--- src/rtl/spi_reg_bridge_pkg.sv ---
// SPI byte-stream to register-bus bridge: shared types.
// States of the command decoder plus command-byte field positions.
package spi_reg_bridge_pkg;

   typedef enum logic [2:0] {
      IDLE,
      WDATA,
      WR_REQ,
      RD_REQ,
      RD_SEND
   } state_e;

   localparam int CMD_RD_BIT = 7;
   localparam int ADDR_W     = 7;

endpackage

--- src/rtl/axis_spi_reg_bridge.sv ---
// SPI byte-stream to register-bus bridge.
// Decodes SPI bytes into register writes/reads; returns read data as bytes.
//   s_axis_*   : bytes received by the SPI slave (never stalled)
//   m_axis_*   : read-response bytes to the SPI slave TX
//   reg_*      : level request / one-cycle ack register bus
//   stat_*     : one-cycle pulses for timeout abort and dropped byte
module axis_spi_reg_bridge
   import spi_reg_bridge_pkg::*;
#(
   parameter int DATA_BYTES     = 2,
   parameter int TIMEOUT_CYCLES = 2000
) (
   input  logic                    aclk,
   input  logic                    aresetn,
   input  logic [7:0]              s_axis_tdata,
   input  logic                    s_axis_tvalid,
   output logic                    s_axis_tready,
   output logic [7:0]              m_axis_tdata,
   output logic                    m_axis_tvalid,
   input  logic                    m_axis_tready,
   output logic [ADDR_W-1:0]       reg_addr,
   output logic [8*DATA_BYTES-1:0] reg_wdata,
   output logic                    reg_wr,
   output logic                    reg_rd,
   input  logic [8*DATA_BYTES-1:0] reg_rdata,
   input  logic                    reg_ack,
   output logic                    stat_timeout,
   output logic                    stat_drop
);

   localparam int DW = 8 * DATA_BYTES;
   localparam int TW = $clog2(TIMEOUT_CYCLES);
   localparam int CW = 3;

   localparam logic [CW-1:0] LAST_WB = CW'(DATA_BYTES - 1);
   localparam logic [CW-1:0] DUMMIES = CW'(DATA_BYTES + 1);
   localparam logic [CW-1:0] TX_ALL  = CW'(DATA_BYTES);
   localparam logic [TW-1:0] TO_LAST = TW'(TIMEOUT_CYCLES - 1);

   state_e            state_q, state_d;
   logic [ADDR_W-1:0] addr_q, addr_d;
   logic [DW-1:0]     wdata_q, wdata_d;
   logic [DW-1:0]     tx_q, tx_d;
   // Write byte count in WDATA, dummy byte count in the read states.
   logic [CW-1:0]     cnt_q, cnt_d;
   logic [CW-1:0]     tx_left_q, tx_left_d;
   logic [TW-1:0]     tmo_q, tmo_d;
   logic              timeout_q, timeout_d;
   logic              drop_q, drop_d;

   logic byte_in;
   logic tx_hs;
   logic tmo_hit;

   assign s_axis_tready = 1'b1;
   assign reg_addr      = addr_q;
   assign reg_wdata     = wdata_q;
   assign reg_wr        = (state_q == WR_REQ);
   assign reg_rd        = (state_q == RD_REQ);
   assign m_axis_tvalid = (state_q == RD_SEND) && (tx_left_q != '0);
   assign m_axis_tdata  = tx_q[DW-1 -: 8];
   assign stat_timeout  = timeout_q;
   assign stat_drop     = drop_q;

   always_comb begin
      byte_in   = s_axis_tvalid;
      tx_hs     = m_axis_tvalid && m_axis_tready;
      // An arriving byte beats the timeout in the same cycle.
      tmo_hit   = (state_q != IDLE) && !byte_in && (tmo_q == TO_LAST);

      state_d   = state_q;
      addr_d    = addr_q;
      wdata_d   = wdata_q;
      tx_d      = tx_q;
      cnt_d     = cnt_q;
      tx_left_d = tx_left_q;
      timeout_d = 1'b0;
      drop_d    = 1'b0;
      tmo_d     = (state_q == IDLE || byte_in) ? '0 : tmo_q + TW'(1);

      if (tmo_hit) begin
         state_d   = IDLE;
         tx_left_d = '0;
         tmo_d     = '0;
         timeout_d = 1'b1;
      end else begin
         unique case (state_q)
            IDLE: begin
               if (byte_in) begin
                  addr_d  = s_axis_tdata[ADDR_W-1:0];
                  cnt_d   = '0;
                  state_d = s_axis_tdata[CMD_RD_BIT] ? RD_REQ : WDATA;
               end
            end
            WDATA: begin
               if (byte_in) begin
                  wdata_d = (wdata_q << 8) | DW'(s_axis_tdata);
                  cnt_d   = cnt_q + CW'(1);
                  if (cnt_q == LAST_WB) state_d = WR_REQ;
               end
            end
            WR_REQ: begin
               if (byte_in) drop_d = 1'b1;
               if (reg_ack) state_d = IDLE;
            end
            RD_REQ, RD_SEND: begin
               if (byte_in) begin
                  if (cnt_q == DUMMIES) drop_d = 1'b1;
                  else                  cnt_d  = cnt_q + CW'(1);
               end
               if (state_q == RD_REQ && reg_ack) begin
                  tx_d      = reg_rdata;
                  tx_left_d = TX_ALL;
                  state_d   = RD_SEND;
               end
               if (tx_hs) begin
                  tx_d      = tx_q << 8;
                  tx_left_d = tx_left_q - CW'(1);
               end
               // Frame ends once both TX drain and dummy count complete.
               if (state_q == RD_SEND && tx_left_d == '0 && cnt_d == DUMMIES)
                  state_d = IDLE;
            end
            default: state_d = IDLE;
         endcase
      end
   end

   always_ff @(posedge aclk or negedge aresetn) begin
      if (!aresetn) begin
         state_q   <= IDLE;
         addr_q    <= '0;
         wdata_q   <= '0;
         tx_q      <= '0;
         cnt_q     <= '0;
         tx_left_q <= '0;
         tmo_q     <= '0;
         timeout_q <= 1'b0;
         drop_q    <= 1'b0;
      end else begin
         state_q   <= state_d;
         addr_q    <= addr_d;
         wdata_q   <= wdata_d;
         tx_q      <= tx_d;
         cnt_q     <= cnt_d;
         tx_left_q <= tx_left_d;
         tmo_q     <= tmo_d;
         timeout_q <= timeout_d;
         drop_q    <= drop_d;
      end
   end

endmodule
--- config.mk ---
export PLATFORM = sky130hd
export DESIGN_NAME = axis_spi_reg_bridge
export DESIGN_NICKNAME = d
export VERILOG_FILES = /design/src/rtl/spi_reg_bridge_pkg.sv /design/src/rtl/axis_spi_reg_bridge.sv
export SDC_FILE = /design/constraint.sdc
export NUM_CORES = 1
export LEC_CHECK = 0
export BUFFER_PORTS_ARGS = -buffer_cell sky130_fd_sc_hd__buf_2
export CORE_MARGIN = 1
export CORE_UTILIZATION = 54
export CTS_CLUSTER_DIAMETER = 60
export DETAILED_ROUTE_END_ITERATION = 10
export GPL_TIMING_DRIVEN = 0
export PLACE_DENSITY = 0.9
export SLEW_MARGIN = 40
export SYNTH_ARGS = -nofsm -noshare
export SYNTH_HDL_FRONTEND = slang
export SYNTH_SLANG_ARGS = --single-unit
export TNS_END_PERCENT = 1
--- constraint.sdc ---
create_clock -name aclk -period 2.6 [get_ports aclk]
set_input_delay 0.13 -clock aclk [delete_from_list [all_inputs] [get_ports aclk]]
set_output_delay 0.13 -clock aclk [all_outputs]
set_load 0.02 [all_outputs]
==> results.ini, run 1 <==
[detailed_routing]
wl_per_cell_um = 14.15
vias_per_cell = 5.363
wirelength_mm = 6.084
drtIter0Drc = 114
route.vias.total = 2306
first_pass_iters = 4
postRouteAntennaNets = 0
drc_errors = 0

[cts]
clk_pin_slew_ps = 70
cts_buffers = 9
root_buffer = clkbuf_8
post_cts_buffers = 0
htreeDepth = 3
cts.sinks = 61
cts_buffer_depth = 2
cts_tree = built
insertion_delay_ps = 330

[global_route]
antenna_found_initial = 0
grt_pass1_wl_mm = 10.58
grt_pass1_vias = 2306
grt_start_max_net_pins = 62
gr-total-overflow = 0
track_usage_pct = 22.49

[floorplanning]
fp-row-count = 27
dieArea_um2 = 6077
die_height_um = 77.96
fp.dieW_um = 77.96
core_area_um2 = 5540
pin_count = 66
start_util_pct = 56.23

[sta]
timing_hold_violations_final = 0
max_freq_ghz = 0.4319
finalCriticalPeriod_ps = 2315
maxSlewViolCount = 0
skew_ps = 8.311
post-route-period-util_pct = 89.05
rsz0062_at_grt = no
finalSetupTns_ps = 0
setup_viol = 0
maxSlewHeadroom_pct = 46.09
tightest_slew_ps = 805.6

[power]
netSwitchingFraction_pct = 38.42
ir_worst_vdd_mv = 0.7353
p_int_mw = 2.671
leakage_nw = 1.809
combPwrFrac_pct = 43.4
p_switching_mw = 1.666
clkPwrFrac_pct = 20.4
powerDensity_nw_per_um2 = 1159
p_seq_share_pct = 36.2

[synthesis]
syn_area_um2 = 3115
avgSynthCellArea_um2 = 11.17
yosysMostFrequentCell = dfrtp_1
synth_seq_cells = 61
ys_seq_area_share_pct = 49.00
syn-num-nets = 315
yosys.area.top_type = dfrtp_1
yosysWarnings = 0
ys_top_cells_by_count = dfrtp_1 (61), nor2_1 (32), mux2_2 (23)
synth_area_leaders = dfrtp_1 (49%), mux2_2 (8.3%), nor2_1 (3.9%)
synth_edf_count = 0
postSynthCellCount = 279
yosys.area.top_type_share_pct = 49.00
async_flop_share_pct = 100.0
ys.flop_type = dfrtp_1
synth_cell_type_count = 53

[setup_path]
worstSetupEndpointType = flip-flop
crit_arrival_ps = 2530
start_kind = flip-flop
path_class = flip-flop to flip-flop
cp.required_ps = 2810
crit_fanout = 7

[place]
port_buffers = 63
gp_congestion = 0.8480
placed_area_um2 = 3523
hpwlAfterDp_mm = 4.399

[finish]
area_growth_pct = 20.12
antenna_cells = 0
num-nets-final = 390
design_area_um2 = 3742
drive_gt1_share_pct = 42.46

[min_path]
worstHoldPathType = input pin to flip-flop

[status]
status = completed

[run]
maxCapViolCount = 0

[metrics by stage]
| step | worst slack [ps] | hold slack (ps) | cells | util (%) | power, mW |
|---|---|---|---|---|---|
| after floorplan | 539.8 | -165.6 | 279 | - | 2.928 |
| after global placement | 402.0 | 350.3 | 414 | 63.55 | 3.377 |
| after detailed placement | 398.1 | 247.7 | 414 | 63.60 | 3.466 |
| after CTS | 340.1 | 4.214 | 430 | 67.48 | 4.365 |
| after global routing | 198.7 | 20.66 | 430 | 67.55 | 4.635 |
| final | 284.7 | 14.64 | 430 | 67.55 | 4.338 |
[metal layers]
layer	routed length, µm	track usage, %	vias to the layer above
met2	3097	36.28	57
met4	53	9.074	0
met3	294	5.059	7
li1	-	-	1110
met5	0	0	-
met1	2639	29.48	1132
[flip-flops by register name (all words and copies together), names as in the netlist]
signal / cells
cnt_q: 3
reg_addr: 7
reg_wdata: 16
stat_drop: 1
stat_timeout: 1
state_q: 3
tmo_q: 11
tx_left_q: 3
tx_q: 16
[cells in the final DEF (no fill, tap or decap), types with 4 or more instances in the layout]
cell type and count:
clkbuf_8 9, o21ai_1 4, ha_1 7, xnor2_1 5, nor2_1 32, nand3_2 8, buf_6 5, mux2i_1 9
buf_2 70, nand3_1 8, and3_1 4, o21ai_0 10, a21oi_2 9, mux2_2 23, xor2_1 4, a21oi_1 4
inv_1 7, dfrtp_1 61, nor2_2 5, nand2_1 19, nand2b_1 4, buf_4 9, clkbuf_1 4
[power by group through the flow]
stage / Clock (mW) / Sequential, mW / Combinational (mW)
6_report: 0.886 / 1.57 / 1.88
5_1_grt: 0.946 / 1.62 / 2.06
4_1_cts: 0.900 / 1.57 / 1.89
3_5_place_dp: 0 / 1.59 / 1.88
3_3_place_gp: 0 / 1.55 / 1.83
2_1_floorplan: 0 / 1.77 / 1.16
[cell type report]
cell class	count	area, µm²
buffer	23	160.2
clock buffer	11	131.4
clock inverter	4	73.82
fill	413	1798
inverter	8	30.03
multi-input combinational	187	1399
sequential	61	1526
tap	72	90.09
timing repair buffer	64	331.6
[cells by family after synthesis]
| kind of cell | share of synthesized area [%] |
|---|---|
| simple gates | 18.80 |
| flops | 49.00 |
| compound gates | 9.077 |
| mux | 11.57 |
| buf+inv | 6.104 |
| xor+xnor | 2.530 |
| fa+ha+maj | 2.811 |
| other cells | 0.1204 |
[critical path: stages (launching register included)]
cell and delay [ps]:
dfrtp_1 430, ha_1 240, ha_1 270, nor4b_1 300, a31oi_1 80, a2111oi_0 520, a211oi_1 170, o22a_1 200
[repair_timing]
action | in CTS | in global routing
resized for setup | 0 | 0
hold buffers | 1 | 0
endpoints found under the hold margin | 61 | 0
[worst paths after layout]
check                      slack [ps]         start         end  cells past startpoint
hold reg to reg                   500       tx_q[2]     tx_q[2]                      2
max in group asynchronous        1890       aresetn  state_q[2]                      2
setup reg to reg                  280      cnt_q[0]  state_q[2]                      7
setup / recovery                  280      cnt_q[0]  state_q[2]                      7
hold / removal                     10  reg_rdata[5]     tx_q[5]                      3
min in group asynchronous         320       aresetn    cnt_q[0]                      2
No activity file was read; power rests on OpenSTA's default activity.
==> run 2, diff against run 1 <==
- CORE_ASPECT_RATIO: default -> 0.6
==> run 2 against run 1 <==
Effect of this change: register-to-register slack improved by 60 ps; critical path type unchanged; highest routed layer unchanged; first-iteration DRC count shrank 22%; die area rose by 0.17%; worst hold slack better by 1.1 ps; wire length rose by 3.7%; clock power is 2.5% lower; sequential power about the same; sequential share of layout area decreased by 0.45 points; total power about the same; utilization is 3.8 points higher; largest power group unchanged; via count fell by 0.30%.
==> results.ini, run 2 (synthesized netlist as in run 1, its figures left out) <==
[detailed_routing]
first_pass_iters = 4
drtIter0Drc = 89
wirelength_mm = 6.309
postRouteAntennaNets = 0
route.vias.total = 2299
vias_per_cell = 5.237
drc_errors = 0
wl_per_cell_um = 14.37

[floorplanning]
core_area_um2 = 5305
die_height_um = 60.84
fp.dieW_um = 100.1
start_util_pct = 58.73
dieArea_um2 = 6087
pin_count = 66
fp-row-count = 20

[finish]
antenna_cells = 0
layout_commonest_cell = buf_2
num-nets-final = 393
final_cell_mix = buf_2 (70), dfrtp_1 (61), nor2_1 (32)
design_area_um2 = 3784
area_growth_pct = 21.45
drive_gt1_share_pct = 42.82

[setup_path]
path_cells = ha_1, ha_1, nor4b_1, a31oi_1, a2111oi_0, a211oi_1, o22a_1
r2r_setup_slack_ps = 340
critPathMaxStageDelay_ps = 460
path_class = flip-flop to flip-flop
critPathSlowestCell = a2111oi_0
cp.required_ps = 2830
crit_fanout = 7
worstSetupEndpointType = flip-flop
crit_top_cell = ha_1
start_kind = flip-flop
crit_arrival_ps = 2490

[cts]
cts.sinks = 61
ctsResizeCount = 0
root_buffer = clkbuf_8
insertion_delay_ps = 340
cts_buffer_depth = 2
cts_buffers = 9
cts_tree = built
htreeDepth = 3
clk_pin_slew_ps = 70

[global_route]
grt_pass1_wl_mm = 10.70
track_usage_pct = 23.72
antenna_found_initial = 0
grt_pass1_vias = 2268
grt_start_max_net_pins = 62
gr-total-overflow = 0

[sta]
finalCriticalPeriod_ps = 2259
max_freq_ghz = 0.4427
skew_ps = 8.588
maxSlewViolCount = 0
hold_slack_ps = 15.76
timing_hold_violations_final = 0
setup_slack_ps = 340.9
tightest_slew_ps = 778.8
setup_viol = 0
post-route-period-util_pct = 86.89
rsz0062_at_grt = no
maxSlewHeadroom_pct = 47.89
finalSetupTns_ps = 0

[place]
place_ws_ps = 408.7
hpwlAfterDp_mm = 4.572
gp_congestion = 0.8952
placed_area_um2 = 3530
port_buffers = 63

[power]
total_power_mw = 4.339
leakage_nw = 1.820
powerDensity_nw_per_um2 = 1147
ir_worst_vdd_mv = 0.8141

[min_path]
worstHoldPathType = input pin to flip-flop

[run]
maxCapViolCount = 0

[status]
status = completed

==> run 2: stage by stage <==
stage	cells	util [%]
6_report	439	71.32
4_1_cts	439	71.25
2_1_floorplan	279	-
3_5_place_dp	419	66.53
3_3_place_gp	419	66.49
5_1_grt	439	71.32
==> run 2: path summary, 6_finish.rpt <==
path	startpoint	endpoint	cells after the start
worst min-delay path	reg_rdata[7]	tx_q[7]	3
max in group asynchronous	aresetn	state_q[2]	2
min in group asynchronous	aresetn	reg_wdata[11]	2
worst min register to register	tx_q[0]	tx_q[0]	2
worst max register to register	cnt_q[0]	state_q[2]	7
worst max-delay path	cnt_q[0]	state_q[2]	7
==> run 2: per-layer routing <==
layer	GRT usage (%)	wire [µm]	vias to the layer above
li1	-	-	1120
met1	30.30	2864	1096
met2	38.23	2875	74
met3	8.871	485	9
met4	8.075	84	0
met5	0	0	-
==> run 2: repair_timing <==
action | in CTS | in global routing
hold buffers | 4 | 0
endpoints found under the setup margin | 0 | 0
endpoints found under the hold margin | 64 | 0
buffers inserted | 0 | 0
==> run 2: power breakdown <==
group          internal (mW)  switching [mW]  total, mW
combinational          0.815            1.09       1.90
sequential              1.33           0.245       1.57
clock                  0.494           0.370      0.864
==> run 2: final cells by class <==
| class | instances | area [µm²] |
|---|---|---|
| Multi-Input combinational cell | 187 | 1399 |
| Sequential cell | 61 | 1526 |
| Inverter | 8 | 30.03 |
| Buffer | 23 | 160.2 |
| Clock inverter | 5 | 58.81 |
| Timing Repair Buffer | 67 | 361.6 |
| Clock buffer | 11 | 151.4 |
| Tap cell | 77 | 96.34 |
| Fill cell | 400 | 1521 |
==> run 2: worst max-delay path: cells and delay by family (launching register included) <==
kind	cells	cell delay, ps
AOI/OAI and AO/OA	4	890
adders and majority gates	2	490
DFF	1	440
and+or+nand+nor	1	320
